## src/rtl/alu_cmd_sequencer_if.sv

```systemverilog
// Valid/ready links of the ALU command sequencer: the byte-serial command
// stream going in and the captured result coming out.
interface alu_cmd_sequencer_if;
  logic [7:0] in_data;
  logic       in_valid;
  logic       in_ready;
  logic [7:0] res_data;
  logic [1:0] res_op;
  logic       res_valid;
  logic       res_ready;

  // Environment side: sends command bytes, consumes results.
  modport master (
    output in_data, in_valid, res_ready,
    input  in_ready, res_data, res_op, res_valid
  );

  // Sequencer side: consumes command bytes, produces results.
  modport slave (
    input  in_data, in_valid, res_ready,
    output in_ready, res_data, res_op, res_valid
  );
endinterface

```

## src/rtl/alu_cmd_sequencer.sv

```systemverilog
// ALU command sequencer: collects header/A/B bytes, drives the external
// 4-function ALU, waits the settle time, captures the result and hands it
// downstream. No arithmetic is done here; the ALU value is passed as-is.
module alu_cmd_sequencer #(
  parameter logic [3:0]  SYNC_NIBBLE = 4'hA,
  parameter int unsigned EXEC_CYCLES = 1,
  parameter int unsigned COUNT_W     = 16
) (
  input  logic                clk,
  input  logic                rst,
  alu_cmd_sequencer_if.slave  bus,
  output logic [7:0]          alu_a,
  output logic [7:0]          alu_b,
  output logic [1:0]          alu_s,
  input  logic [7:0]          alu_out,
  output logic                busy,
  output logic [COUNT_W-1:0]  op_count,
  output logic [7:0]          err_count
);

  // A zero settle time would make the down-counter wrap; treat it as one.
  localparam int unsigned EXEC_LOAD = (EXEC_CYCLES < 1) ? 1 : EXEC_CYCLES;
  localparam int unsigned CNT_W     = (EXEC_LOAD < 2) ? 1 : $clog2(EXEC_LOAD + 1);

  typedef enum logic [2:0] {
    ST_HDR   = 3'd0,
    ST_GET_A = 3'd1,
    ST_GET_B = 3'd2,
    ST_EXEC  = 3'd3,
    ST_HOLD  = 3'd4
  } state_e;

  state_e             state_q,     state_d;
  logic [7:0]         alu_a_q,     alu_a_d;
  logic [7:0]         alu_b_q,     alu_b_d;
  logic [1:0]         alu_s_q,     alu_s_d;
  logic [7:0]         res_data_q,  res_data_d;
  logic [1:0]         res_op_q,    res_op_d;
  logic               res_valid_q, res_valid_d;
  logic [COUNT_W-1:0] op_count_q,  op_count_d;
  logic [7:0]         err_count_q, err_count_d;
  logic [CNT_W-1:0]   cnt_q,       cnt_d;

  logic in_ready_s;
  logic in_xfer_s;
  logic res_xfer_s;

  // Bytes are accepted only while collecting a command; depends on state alone.
  assign in_ready_s = (state_q == ST_HDR) || (state_q == ST_GET_A) || (state_q == ST_GET_B);
  assign in_xfer_s  = bus.in_valid && in_ready_s;
  assign res_xfer_s = res_valid_q && bus.res_ready;

  // Next-state and next-output computation for the command sequencer.
  always_comb begin
    state_d     = state_q;
    alu_a_d     = alu_a_q;
    alu_b_d     = alu_b_q;
    alu_s_d     = alu_s_q;
    res_data_d  = res_data_q;
    res_op_d    = res_op_q;
    res_valid_d = res_valid_q;
    op_count_d  = op_count_q;
    err_count_d = err_count_q;
    cnt_d       = cnt_q;
    case (state_q)
      ST_HDR: begin
        if (in_xfer_s) begin
          if (bus.in_data[7:4] == SYNC_NIBBLE) begin
            // Bits [3:2] of the header are reserved and ignored.
            alu_s_d = bus.in_data[1:0];
            state_d = ST_GET_A;
          end else if (err_count_q != 8'hFF) begin
            err_count_d = err_count_q + 8'd1;
          end else begin
            err_count_d = err_count_q;
          end
        end else begin
          state_d = ST_HDR;
        end
      end
      ST_GET_A: begin
        if (in_xfer_s) begin
          alu_a_d = bus.in_data;
          state_d = ST_GET_B;
        end else begin
          state_d = ST_GET_A;
        end
      end
      ST_GET_B: begin
        if (in_xfer_s) begin
          alu_b_d = bus.in_data;
          cnt_d   = CNT_W'(EXEC_LOAD);
          state_d = ST_EXEC;
        end else begin
          state_d = ST_GET_B;
        end
      end
      ST_EXEC: begin
        if (cnt_q == CNT_W'(1)) begin
          res_data_d  = alu_out;
          res_op_d    = alu_s_q;
          res_valid_d = 1'b1;
          state_d     = ST_HOLD;
        end else begin
          cnt_d = cnt_q - CNT_W'(1);
        end
      end
      ST_HOLD: begin
        if (res_xfer_s) begin
          res_valid_d = 1'b0;
          op_count_d  = op_count_q + COUNT_W'(1);
          state_d     = ST_HDR;
        end else begin
          state_d = ST_HOLD;
        end
      end
      default: begin
        state_d     = ST_HDR;
        res_valid_d = 1'b0;
      end
    endcase
  end

  // State and output registers with synchronous reset.
  always_ff @(posedge clk) begin
    if (rst) begin
      state_q     <= ST_HDR;
      alu_a_q     <= 8'd0;
      alu_b_q     <= 8'd0;
      alu_s_q     <= 2'd0;
      res_data_q  <= 8'd0;
      res_op_q    <= 2'd0;
      res_valid_q <= 1'b0;
      op_count_q  <= '0;
      err_count_q <= 8'd0;
      cnt_q       <= '0;
    end else begin
      state_q     <= state_d;
      alu_a_q     <= alu_a_d;
      alu_b_q     <= alu_b_d;
      alu_s_q     <= alu_s_d;
      res_data_q  <= res_data_d;
      res_op_q    <= res_op_d;
      res_valid_q <= res_valid_d;
      op_count_q  <= op_count_d;
      err_count_q <= err_count_d;
      cnt_q       <= cnt_d;
    end
  end

  assign bus.in_ready  = in_ready_s;
  assign bus.res_data  = res_data_q;
  assign bus.res_op    = res_op_q;
  assign bus.res_valid = res_valid_q;
  assign alu_a         = alu_a_q;
  assign alu_b         = alu_b_q;
  assign alu_s         = alu_s_q;
  assign busy          = (state_q != ST_HDR);
  assign op_count      = op_count_q;
  assign err_count     = err_count_q;

endmodule

```

## src/flat_wrapper.sv

```systemverilog
// flat-port wrapper written by rule: the top's interface ports become plain ports
module alu_cmd_sequencer_flat 
#(
  parameter logic [3:0]  SYNC_NIBBLE = 4'hA,
  parameter int unsigned EXEC_CYCLES = 1,
  parameter int unsigned COUNT_W     = 16
)
  (clk, rst, alu_a, alu_b, alu_s, alu_out, busy, op_count, err_count, bus_in_data, bus_in_valid, bus_res_ready, bus_in_ready, bus_res_data, bus_res_op, bus_res_valid);
  alu_cmd_sequencer_if bus_i ();
  input  logic clk;
  input  logic rst;
  output logic [7:0] alu_a;
  output logic [7:0] alu_b;
  output logic [1:0] alu_s;
  input  logic [7:0] alu_out;
  output logic busy;
  output logic [COUNT_W-1:0] op_count;
  output logic [7:0] err_count;
  input wire logic [$bits(bus_i.in_data)-1:0] bus_in_data;
  input wire logic [$bits(bus_i.in_valid)-1:0] bus_in_valid;
  input wire logic [$bits(bus_i.res_ready)-1:0] bus_res_ready;
  output wire logic [$bits(bus_i.in_ready)-1:0] bus_in_ready;
  output wire logic [$bits(bus_i.res_data)-1:0] bus_res_data;
  output wire logic [$bits(bus_i.res_op)-1:0] bus_res_op;
  output wire logic [$bits(bus_i.res_valid)-1:0] bus_res_valid;
  assign bus_i.in_data = bus_in_data;
  assign bus_i.in_valid = bus_in_valid;
  assign bus_i.res_ready = bus_res_ready;
  assign bus_in_ready = bus_i.in_ready;
  assign bus_res_data = bus_i.res_data;
  assign bus_res_op = bus_i.res_op;
  assign bus_res_valid = bus_i.res_valid;
  alu_cmd_sequencer #(.SYNC_NIBBLE(SYNC_NIBBLE), .EXEC_CYCLES(EXEC_CYCLES), .COUNT_W(COUNT_W)) u_core (.clk(clk), .rst(rst), .bus(bus_i), .alu_a(alu_a), .alu_b(alu_b), .alu_s(alu_s), .alu_out(alu_out), .busy(busy), .op_count(op_count), .err_count(err_count));
endmodule
```

## config.mk

```make
export PLATFORM = sky130hd
export DESIGN_NAME = alu_cmd_sequencer_flat
export DESIGN_NICKNAME = d
export VERILOG_FILES = /design/src/rtl/alu_cmd_sequencer_if.sv /design/src/rtl/alu_cmd_sequencer.sv /design/src/flat_wrapper.sv
export SDC_FILE = /design/constraint.sdc
export NUM_CORES = 1
export LEC_CHECK = 0
export ABC_AREA = 1
export CAP_MARGIN = 5
export CORE_UTILIZATION = 43
export DETAILED_ROUTE_END_ITERATION = 10
export GPL_ROUTABILITY_DRIVEN = 1
export PLACE_DENSITY = 0.8
export SETUP_SLACK_MARGIN = 0.1
export SLEW_MARGIN = 20
export SYNTH_ARGS = -nofsm -noshare
export SYNTH_HDL_FRONTEND = slang
export SYNTH_SLANG_ARGS = --single-unit
export TNS_END_PERCENT = 5
```

## constraint.sdc

```tcl
create_clock -name clk -period 1.3 [get_ports clk]
set_input_delay 0.26 -clock clk [delete_from_list [all_inputs] [get_ports clk]]
set_output_delay 0.26 -clock clk [all_outputs]
set_load 0.05 [all_outputs]
```

==> impl_metrics.env <==
export IMPL_startpoint="u_core.state_q[0]"
export IMPL_placed_area_um2=4273
export IMPL_ioPinCount=75
export IMPL_cts_root_buf="clkbuf_8"
export IMPL_cts_tree="done"
export IMPL_die_area_um2=6326
export IMPL_hp_class="input port to register"
export IMPL_pwr_share_comb=0.204
export IMPL_area_delta_synth_final_pct=84.32
export IMPL_p_sw_frac=0.3135
export IMPL_outcome="finished, violations left"
export IMPL_cts_buffers=9
export IMPL_reg2reg_slack_ns=-0.26
export IMPL_clockPowerShare=0.395
export IMPL_pwr_share_seq=0.401
export IMPL_rsz0062_at_grt="yes"
export IMPL_ys_ff_latch=57
export IMPL_hold_viol=0
export IMPL_synth_edff_count=0
export IMPL_htreeDepth=3
export IMPL_finalWeightedCongestion=0.8952
export IMPL_syn_nets=393
export IMPL_finClkSkew_ns=0.01160
export IMPL_wl_per_cell_um=18.23
export IMPL_endpoint="u_core.op_count[4]"
export IMPL_clock_sinks=57
export IMPL_clock_fmax_mhz=641.3
export IMPL_grt_max_degree=23
export IMPL_synthCells=371
export IMPL_ys_flop_type="dfxtp_1"
export IMPL_worst_slew_pin_slew_ns=0.3600
export IMPL_n_antenna_cell=0
export IMPL_grt_pass1_wl_um=14960
export IMPL_die_h_um=79.54
export IMPL_clk_pin_slew_ns=0.08
export IMPL_vdd_ir_drop_worst_uv=833.0
export IMPL_slew_headroom=0.7574
export IMPL_firstDrtPassIters=5
export IMPL_dr_first_iter_drc_count=320
export IMPL_drc=0
export IMPL_grt_pass1_vias=3090
export IMPL_ys_types=28
export IMPL_path_max_fanout=5
export IMPL_hold_slack_ns=0.3199
export IMPL_grt_usage=0.3082
export IMPL_report_final_slew_viol_count=0
export IMPL_die_w_um=79.54
export IMPL_rr_worst_depth=8
export IMPL_antenna_left=0
export IMPL_crit_required_ns=1.56
export IMPL_fin_area_um2=4765
export IMPL_nets=505
export IMPL_vias_per_cell=5.739
export IMPL_fin_tns_setup_ns=-2.377
export IMPL_p_per_area_nw_per_um2=961.4
export IMPL_intPower_mw=3.145
export IMPL_io_buffers=74
export IMPL_yosysWarnings=0
export IMPL_wirelength_um=10210
export IMPL_clk_latency_ns=0.36
export IMPL_cts_buffer_depth=2
export IMPL_synth_area_um2=2585
export IMPL_yosysSeqAreaShare=0.4414
export IMPL_p_leak_nw=1.862
export IMPL_r2r_end="u_core.op_count[4]"
export IMPL_dp_slack_ns=-0.4386
export IMPL_syn_area_per_cell_um2=6.968
export IMPL_grt_ovfl_total=0
export IMPL_critPathArrivalTime_ns=1.82
export IMPL_period_minus_slack_ns=1.559
export IMPL_maxCapViolCount=0
export IMPL_setup_violations_final=36
export IMPL_worstSetupStartpointType="register"
export IMPL_antenna_found_initial=0
export IMPL_dpl_hpwl_um=5903
export IMPL_worst_slack_ns=-0.2595
export IMPL_power_switching_mw=1.436
export IMPL_r2r_start="u_core.state_q[0]"
export IMPL_worst_setup_path_end_kind="register"
export IMPL_utilization=0.8445
export IMPL_core_area_um2=5642
export IMPL_start_util=0.4582
export IMPL_crit_type="register to register"
export IMPL_finalCritPeriodShare=1.200
export IMPL_vias=3214
export IMPL_synth_async_sr_flop_share=0
export IMPL_rows=27
export IMPL_drive_above_1_share=0.3811
export IMPL_violations="setup timing"
==> cell usage after synthesis (2+ instances only) <==
master / n / area [um^2]
nand2_1: 99 / 371.6
dfxtp_1: 57 / 1141
nor2_1: 51 / 191.4
a21oi_1: 38 / 190.2
inv_1: 31 / 116.4
nand3_1: 27 / 135.1
o21ai_0: 22 / 110.1
nand4_1: 7 / 43.79
clkbuf_1: 6 / 22.52
nor3_1: 5 / 25.02
xnor2_1: 4 / 35.03
inv_2: 3 / 11.26
buf_1: 2 / 7.510
ha_1: 2 / 25.02
nor2_2: 2 / 12.51
nor2_4: 2 / 22.52
xor2_1: 2 / 17.52
==> logic make-up after synthesis <==
group,Yosys count,share of synthesized area
AND/OR/NAND/NOR,198,0.3349
AO/OA/AOI/OAI,63,0.1234
flip-flops,57,0.4414
buffers and inverters,45,0.07018
XOR/XNOR,6,0.02033
adder cells (fa/ha/maj),2,0.009679
==> metal layers <==
layer,track usage,vias up,wire [um]
met2,0.5359,234,5117
met1,0.3376,1504,3642
met3,0.08571,49,961
met4,0.1636,0,485
li1,-,1427,-
met5,0,-,0
==> worst max-delay path: stages (launching register included) <==
cell and delay (ns):
dfxtp_4 0.37, nor2_4 0.14, buf_6 0.12, nand3_4 0.10
buf_6 0.16, nor3b_4 0.30, nand2_1 0.11, nand2_1 0.12
a21oi_2 0.04
==> placed cells by master (no fill, tap or decap), drive strengths merged, types with 2 or more instances in the layout <==
cell           synthesis  layout
nand3                 28      28
nand2                101     101
xor2                   2       2
clkinv                 0       2
nor2                  55      55
nor3                   6       6
a21oi                 38      38
o21ai                 23      23
buf                    5      93
nand4                  7       7
dlymetal6s2s           0       3
clkbuf                 6      12
clkdlybuf4s50          0      15
ha                     2       2
dfxtp                 57      57
xnor2                  4       4
inv                   34      37
==> cell type report <==
type | count | area [um^2]
clock buffers | 11 | 173.9
clock inverters | 5 | 41.29
fillers | 280 | 877.1
inverters | 34 | 137.6
multi-input cells | 269 | 1445
flip-flops and latches | 57 | 1227
well taps | 72 | 90.09
repair buffers | 112 | 1649
==> flip-flops by register name, summed over array words and instances, names as in the netlist <==
signal                cells
u_core.op_count          16
u_core.alu_a              8
u_core.alu_b              8
u_core.bus.res_data       8
u_core.err_count          8
u_core.state_q            3
u_core.alu_s              2
u_core.bus.res_op         2
u_core.bus.res_valid      1
u_core.cnt_q              1
==> worst min path at each step <==
stage / from / endpoint / cells after the start
global route: bus_in_data[7] / u_core.alu_a[7] / 4
CTS: bus_in_data[7] / u_core.alu_a[7] / 4
detailed placement: u_core.op_count[4] / u_core.op_count[4] / 2
finish: bus_in_data[7] / u_core.alu_a[7] / 4
global placement: u_core.op_count[4] / u_core.op_count[4] / 2
floorplan: bus_in_data[0] / u_core.alu_s[0] / 2
==> per-stage QoR <==
| stage | std cells | total power [mW] |
|---|---|---|
| CTS | 556 | 4.476 |
| global route | 560 | 4.693 |
| finish | 560 | 4.581 |
| detailed placement | 535 | 2.642 |
| floorplan | 371 | 2.216 |
| global placement | 535 | 2.619 |
==> power groups by stage <==
stage                     clock [mW]  combinational (mW)  sequential, mW
final                           1.81               0.936            1.84
after CTS                       1.78               0.864            1.83
after global placement             0               0.753            1.87
after global routing            1.87               0.984            1.84
after detailed placement           0               0.773            1.87
after floorplan                    0               0.240            1.98
==> what timing repair did <==
action | 4_1_cts | 5_1_grt
buffers inserted | 5 | 4
resized for setup | 45 | 27
endpoints found under the setup margin | 58 | 68
hold buffers | 0 | 0
pin swaps | 19 | 11
Note: power is estimated with default switching activity, not from simulation.
